==> config.mk <==
export PLATFORM = sky130hd
export DESIGN_NAME = sd_access_arbiter
export DESIGN_NICKNAME = d
export VERILOG_FILES = /design/src/rtl/sd_access_arbiter.sv
export SDC_FILE = /design/constraint.sdc
export NUM_CORES = 1
export LEC_CHECK = 0
export CAP_MARGIN = 30
export CORE_ASPECT_RATIO = 1.5
export CORE_MARGIN = 3
export CORE_UTILIZATION = 25
export DETAILED_ROUTE_END_ITERATION = 7
export PLACE_DENSITY_LB_ADDON = 0.08
export SLEW_MARGIN = 20
export SYNTH_ARGS = -nofsm -noshare
export SYNTH_HDL_FRONTEND = slang
export SYNTH_SLANG_ARGS = --single-unit
export TNS_END_PERCENT = 1
==> constraint.sdc <==
create_clock -name CLK -period 2.7 [get_ports CLK]
set_input_delay 0.27 -clock CLK [delete_from_list [all_inputs] [get_ports CLK]]
set_output_delay 0.27 -clock CLK [all_outputs]
set_load 0.05 [all_outputs]
==> src/rtl/sd_access_arbiter.sv <==
// Round-robin share of the SD word-access controller among three REQ/DONE clients.
// Registered outputs: grant and strobe one edge after REQ; a client waits until it is granted.
module sd_access_arbiter #(
    parameter int unsigned TIMEOUT_CYCLES = 1000000
) (
    input  logic        CLK,
    input  logic        RESET,
    input  logic [2:0]  REQ,
    input  logic [2:0]  REQ_WRITE,
    input  logic [95:0] REQ_ADDR,
    input  logic [47:0] REQ_WDATA,
    output logic [2:0]  GRANT,
    output logic [2:0]  DONE,
    output logic        ERR,
    output logic [15:0] RDATA,
    input  logic        SD_HAS_INITIALIZED,
    input  logic        SD_IS_READING,
    input  logic        SD_IS_WRITING,
    input  logic [15:0] SD_READ_DATA,
    output logic        SD_TO_READ,
    output logic        SD_TO_WRITE,
    output logic [31:0] SD_READ_ADDRESS,
    output logic [31:0] SD_WRITE_ADDRESS,
    output logic [15:0] SD_WRITE_DATA
);

    localparam logic [31:0] TO_LAST = 32'(TIMEOUT_CYCLES - 1);

    typedef enum logic [1:0] {
        ST_IDLE,
        ST_ISSUE,
        ST_BUSY,
        ST_DONE
    } state_t;

    state_t      state_q, state_d;
    logic [2:0]  grant_q, grant_d;
    logic [2:0]  done_q, done_d;
    logic        err_q, err_d;
    logic [15:0] rdata_q, rdata_d;
    logic        to_read_q, to_read_d;
    logic        to_write_q, to_write_d;
    logic [31:0] rd_addr_q, rd_addr_d;
    logic [31:0] wr_addr_q, wr_addr_d;
    logic [15:0] wr_data_q, wr_data_d;
    logic        op_wr_q, op_wr_d;
    logic [1:0]  last_q, last_d;
    logic [31:0] cnt_q, cnt_d;

    logic [2:0]  win_oh;
    logic [31:0] sel_addr;
    logic [15:0] sel_wdata;
    logic        sel_wr;
    logic        can_grant;
    logic        busy_sel;

    // Search starts at the client after the one served last.
    always_comb begin
        win_oh = 3'b000;
        case (last_q)
            2'd0: begin
                if (REQ[1])      win_oh = 3'b010;
                else if (REQ[2]) win_oh = 3'b100;
                else if (REQ[0]) win_oh = 3'b001;
            end
            2'd1: begin
                if (REQ[2])      win_oh = 3'b100;
                else if (REQ[0]) win_oh = 3'b001;
                else if (REQ[1]) win_oh = 3'b010;
            end
            default: begin
                if (REQ[0])      win_oh = 3'b001;
                else if (REQ[1]) win_oh = 3'b010;
                else if (REQ[2]) win_oh = 3'b100;
            end
        endcase
    end

    always_comb begin
        sel_addr  = '0;
        sel_wdata = '0;
        for (int i = 0; i < 3; i++) begin
            if (win_oh[i]) begin
                sel_addr  = REQ_ADDR[32*i +: 32];
                sel_wdata = REQ_WDATA[16*i +: 16];
            end
        end
    end

    assign sel_wr    = |(win_oh & REQ_WRITE);
    assign can_grant = SD_HAS_INITIALIZED & ~SD_IS_READING & ~SD_IS_WRITING & (|REQ);
    assign busy_sel  = op_wr_q ? SD_IS_WRITING : SD_IS_READING;

    always_comb begin
        state_d    = state_q;
        grant_d    = grant_q;
        done_d     = 3'b000;
        err_d      = err_q;
        rdata_d    = rdata_q;
        to_read_d  = to_read_q;
        to_write_d = to_write_q;
        rd_addr_d  = rd_addr_q;
        wr_addr_d  = wr_addr_q;
        wr_data_d  = wr_data_q;
        op_wr_d    = op_wr_q;
        last_d     = last_q;
        cnt_d      = cnt_q;

        case (state_q)
            ST_IDLE: begin
                if (can_grant) begin
                    grant_d    = win_oh;
                    op_wr_d    = sel_wr;
                    to_read_d  = ~sel_wr;
                    to_write_d = sel_wr;
                    rd_addr_d  = sel_wr ? 32'd0 : sel_addr;
                    wr_addr_d  = sel_wr ? sel_addr : 32'd0;
                    wr_data_d  = sel_wr ? sel_wdata : 16'd0;
                    cnt_d      = '0;
                    state_d    = ST_ISSUE;
                end
            end

            ST_ISSUE: begin
                if (busy_sel) begin
                    to_read_d  = 1'b0;
                    to_write_d = 1'b0;
                    state_d    = ST_BUSY;
                end else if (cnt_q == TO_LAST) begin
                    // Controller never took the command: report it without a transfer.
                    to_read_d  = 1'b0;
                    to_write_d = 1'b0;
                    rd_addr_d  = '0;
                    wr_addr_d  = '0;
                    wr_data_d  = '0;
                    err_d      = 1'b1;
                    done_d     = grant_q;
                    state_d    = ST_DONE;
                end else begin
                    cnt_d = cnt_q + 32'd1;
                end
            end

            ST_BUSY: begin
                if (!busy_sel) begin
                    if (!op_wr_q) rdata_d = SD_READ_DATA;
                    rd_addr_d = '0;
                    wr_addr_d = '0;
                    wr_data_d = '0;
                    done_d    = grant_q;
                    state_d   = ST_DONE;
                end
            end

            default: begin
                grant_d = 3'b000;
                err_d   = 1'b0;
                case (grant_q)
                    3'b001:  last_d = 2'd0;
                    3'b010:  last_d = 2'd1;
                    default: last_d = 2'd2;
                endcase
                state_d = ST_IDLE;
            end
        endcase
    end

    always_ff @(posedge CLK) begin
        if (RESET) begin
            state_q    <= ST_IDLE;
            grant_q    <= 3'b000;
            done_q     <= 3'b000;
            err_q      <= 1'b0;
            rdata_q    <= '0;
            to_read_q  <= 1'b0;
            to_write_q <= 1'b0;
            rd_addr_q  <= '0;
            wr_addr_q  <= '0;
            wr_data_q  <= '0;
            op_wr_q    <= 1'b0;
            last_q     <= 2'd2;
            cnt_q      <= '0;
        end else begin
            state_q    <= state_d;
            grant_q    <= grant_d;
            done_q     <= done_d;
            err_q      <= err_d;
            rdata_q    <= rdata_d;
            to_read_q  <= to_read_d;
            to_write_q <= to_write_d;
            rd_addr_q  <= rd_addr_d;
            wr_addr_q  <= wr_addr_d;
            wr_data_q  <= wr_data_d;
            op_wr_q    <= op_wr_d;
            last_q     <= last_d;
            cnt_q      <= cnt_d;
        end
    end

    assign GRANT            = grant_q;
    assign DONE             = done_q;
    assign ERR              = err_q;
    assign RDATA            = rdata_q;
    assign SD_TO_READ       = to_read_q;
    assign SD_TO_WRITE      = to_write_q;
    assign SD_READ_ADDRESS  = rd_addr_q;
    assign SD_WRITE_ADDRESS = wr_addr_q;
    assign SD_WRITE_DATA    = wr_data_q;

endmodule

==> impl_results.md <==
* Rel. slew slack at 46.7%
* Final setup vio count at 0
* Fin worst setup slack at 319 ps
* Reg clk slew, reported paths at 60 ps
* Antenna violations before repair at 1
* Avg Inst Size Synth at 8.60 um^2
* Ranking of synthesized cells by area: dfxtp_1, o31ai_1, nor2b_1, a222oi_1, o21ai_0
* Overall routing resource usage at 18.3%
* Total CTS buffers at 17
* Crit path required time at 3040 ps
* WL final at 28100 um
* Pin count of the biggest net entering global routing at 94
* Via/cell ratio at 5.15
* Post-CTS resize count at 0
* Fin. max-slew vios at 0
* Wire per inst at 19.8 um
* Worst skew pair latency at 430 ps
* Yosys top cell by area: dfxtp_1
* Slowest Stage Delay on Critical Path at 640 ps
* Area grow syn2layout at 55.2%
* TritonCTS clock tree: built
* Vias in the first global route at 7113
* Yosys Warn Count at 0
* Final hold violation count at 0
* Worst vdd ir at 0.000541 V
* DRC marker count from the first detailed-route iteration at 511
* Combinational share of power at 37.6%
* CTS max path bufs at 2
* Crit path max-delay family: buffers and inverters
* CP endpoint kind: register
* Worst clock skew at 7.75 ps
* Synth Flop Type: dfxtp_1
* I/O pin count at 276
* Final Net Count at 1242
* Core Area at 27300 um^2
* Synthesized area at 6950 um^2
* Post-synthesis cell type count at 53
* Die area at 29900 um^2
* Least-Margin Pin Slew at 799 ps
* Die height at 210 um
* Min-delay worst type: input port to register
* Number of antenna diodes at 0
* Routed via count at 7307
* Final period util at 88.2%
* Syn nets at 984
* Worst EP arrival at 2720 ps
* Part of the power in the clock network at 31.0%
* Max cap viols at 0
* Aggregate negative setup slack at 0 ps
* Place WS at 42.6 ps
* Fmax at 0.420 GHz
* CP max stage cell: buf_4
* First-pass GRT wire length at 42600 um
* Design internal power at 4710 uW
* Die Width at 142 um
* Clock sinks at 142
* Root Driver: clkbuf_16
* Share of cells above drive strength 1 at 8.17%
* Lkg Pwr at 0.00368 uW
* Flop pwr share at 31.4%
* NetSw at 2930 uW
* Antenna Nets Post-Route at 0
* Pwr dens at 708 nW/um^2
* CTS Hold Buffers Added at 0
* Post-layout minimum cycle time at 2380 ps
* Total gr overflow at 0
* Htree depth at 4
* DRT Pass-1 Iters at 8
* Register area share after synthesis at 40.9%
* CP bufs+invs at 1
* Input/output buffers at 275
* Drt drc at 0
* Post-synth top area share at 40.9%
* GP Congestion at 0.797
* Critical-path cell list: ha_1, and2_1, and4_1, a41oi_4, buf_4, o21ai_0, o31ai_1
* Crit start category: register
* Fraction of registers with async set/reset at 0%
* Crit Path Max Fanout at 80
* Row count at 74
* Post-CTS setup buffers at 0
* Hpwl dp at 19700 um
* Kind of critical path: register to register
* Switch share at 38.3%
* RSZ-0062 raised after global routing: false
* Gate Count Post-Synth at 808
* Initial core utilization at 25.4%
* #FFs+latches synth at 142
* Post-synth EDFFs at 0
* Status: finished clean
* Finished Core Util at 39.5%
## cell type report
type | instances | area [um^2]
multi-input cells | 584 | 3810
clock buffers | 23 | 498
clock inverters | 7 | 85.1
inverters | 6 | 22.5
flip-flops and latches | 142 | 2840
well taps | 342 | 428
repair buffers | 315 | 3100
fillers | 2730 | 16500
## registers in the layout (all words and copies together) (netlist names)
| register | flops |
|---|---|
| state_q | 2 |
| SD_WRITE_DATA | 16 |
| SD_WRITE_ADDRESS | 32 |
| SD_TO_WRITE | 1 |
| cnt_q | 32 |
| DONE | 3 |
| ERR | 1 |
| RDATA | 16 |
| SD_READ_ADDRESS | 32 |
| op_wr_q | 1 |
| GRANT | 3 |
| last_q | 2 |
| SD_TO_READ | 1 |
## logic make-up after synthesis
group	Yosys count	share of synthesized area (%)
muxes	11	1.64
buffers and inverters	82	4.59
adders and majority gates	5	0.900
DFF	142	40.9
AOI/OAI and AO/OA	287	28.9
xor gates and xnor gates	11	1.39
and+or+nand+nor	270	21.7
## per-stage QoR
step           hold WS, ps  cell area [um^2]  power [uW]  std cells
5_1_grt                217             10800        8010       1419
6_report               232             10800        7640       1419
3_3_place_gp           442             10200        5340       1389
4_1_cts                208             10800        7750       1419
3_5_place_dp           447             10200        5330       1389
2_1_floorplan          406              6950        4130        808
## placed cells by master, fill, tap and decap left out, types with 3 or more instances in the layout
cell type        instances
and4_1                   5
o31ai_1                 89
and2_1                   6
buf_4                   37
nor4_1                  13
or3_1                    6
nand4_1                 14
or2_2                    5
nor3_1                   9
clkbuf_16               17
ha_1                     5
nand3_1                 15
xnor2_1                  7
xor2_1                   4
clkinv_2                 5
a222oi_1                48
clkbuf_8                 5
o21ai_0                 87
nor2_1                  30
o2111a_1                 3
clkdlybuf4s50_1        274
a21oi_1                 34
dfxtp_1                142
or4_1                   12
buf_12                   4
nand2b_1                 5
mux2_2                   3
mux2i_1                  8
nor2b_1                 83
a22oi_1                  3
inv_1                    6
nand2_1                 54
## Yosys cell counts (3+ instances only)
master	number
nor2_1	30
mux2i_1	8
clkbuf_1	67
o2111a_1	3
buf_2	9
or4_1	12
inv_1	6
nand2b_1	5
nand2_1	54
xor2_1	4
a22oi_1	3
ha_1	5
a21oi_1	34
nor2b_1	83
o31ai_1	89
nor3_1	9
and2_1	8
nor4_1	14
nand3_1	15
o21ai_0	87
a222oi_1	48
and4_1	5
mux2_2	3
dfxtp_1	142
or2_2	5
xnor2_1	7
nand4_1	14
or3_1	6
## metal layers
| layer | global-route usage [%] | share of wire (%) | vias to the layer above | wire length [um] |
|---|---|---|---|---|
| li1 | - | - | 3591 | - |
| met1 | 21.7 | 40 | 3463 | 11200 |
| met2 | 32.5 | 53 | 230 | 14800 |
| met3 | 4.79 | 5.9 | 21 | 1660 |
| met4 | 4.80 | 1.2 | 2 | 345 |
| met5 | 0 | 0.046 | - | 13 |
## path summary, 6_finish.rpt
check | from | end | slack, ps | cells past startpoint
hold reg to reg | RDATA[15]$_SDFFE_PP0P_ | RDATA[15]$_SDFFE_PP0P_ | 450 | 2
setup reg to reg | cnt_q[1]$_SDFFE_PP0P_ | SD_WRITE_DATA[11]$_SDFFE_PP0P_ | 320 | 7
hold / removal | RESET | last_q[0]$_SDFFE_PP0P_ | 230 | 2
setup / recovery | cnt_q[1]$_SDFFE_PP0P_ | SD_WRITE_DATA[11]$_SDFFE_PP0P_ | 320 | 7
## power groups by stage
| stage | combinational, uW | sequential (uW) | clock, uW |
|---|---|---|---|
| 2_1_floorplan | 1060 | 3070 | 0 |
| 3_3_place_gp | 2910 | 2430 | 0 |
| 3_5_place_dp | 2900 | 2440 | 0 |
| 4_1_cts | 2910 | 2400 | 2450 |
| 5_1_grt | 3070 | 2420 | 2520 |
| 6_report | 2880 | 2400 | 2370 |
No activity file was read; power rests on OpenSTA's default activity.
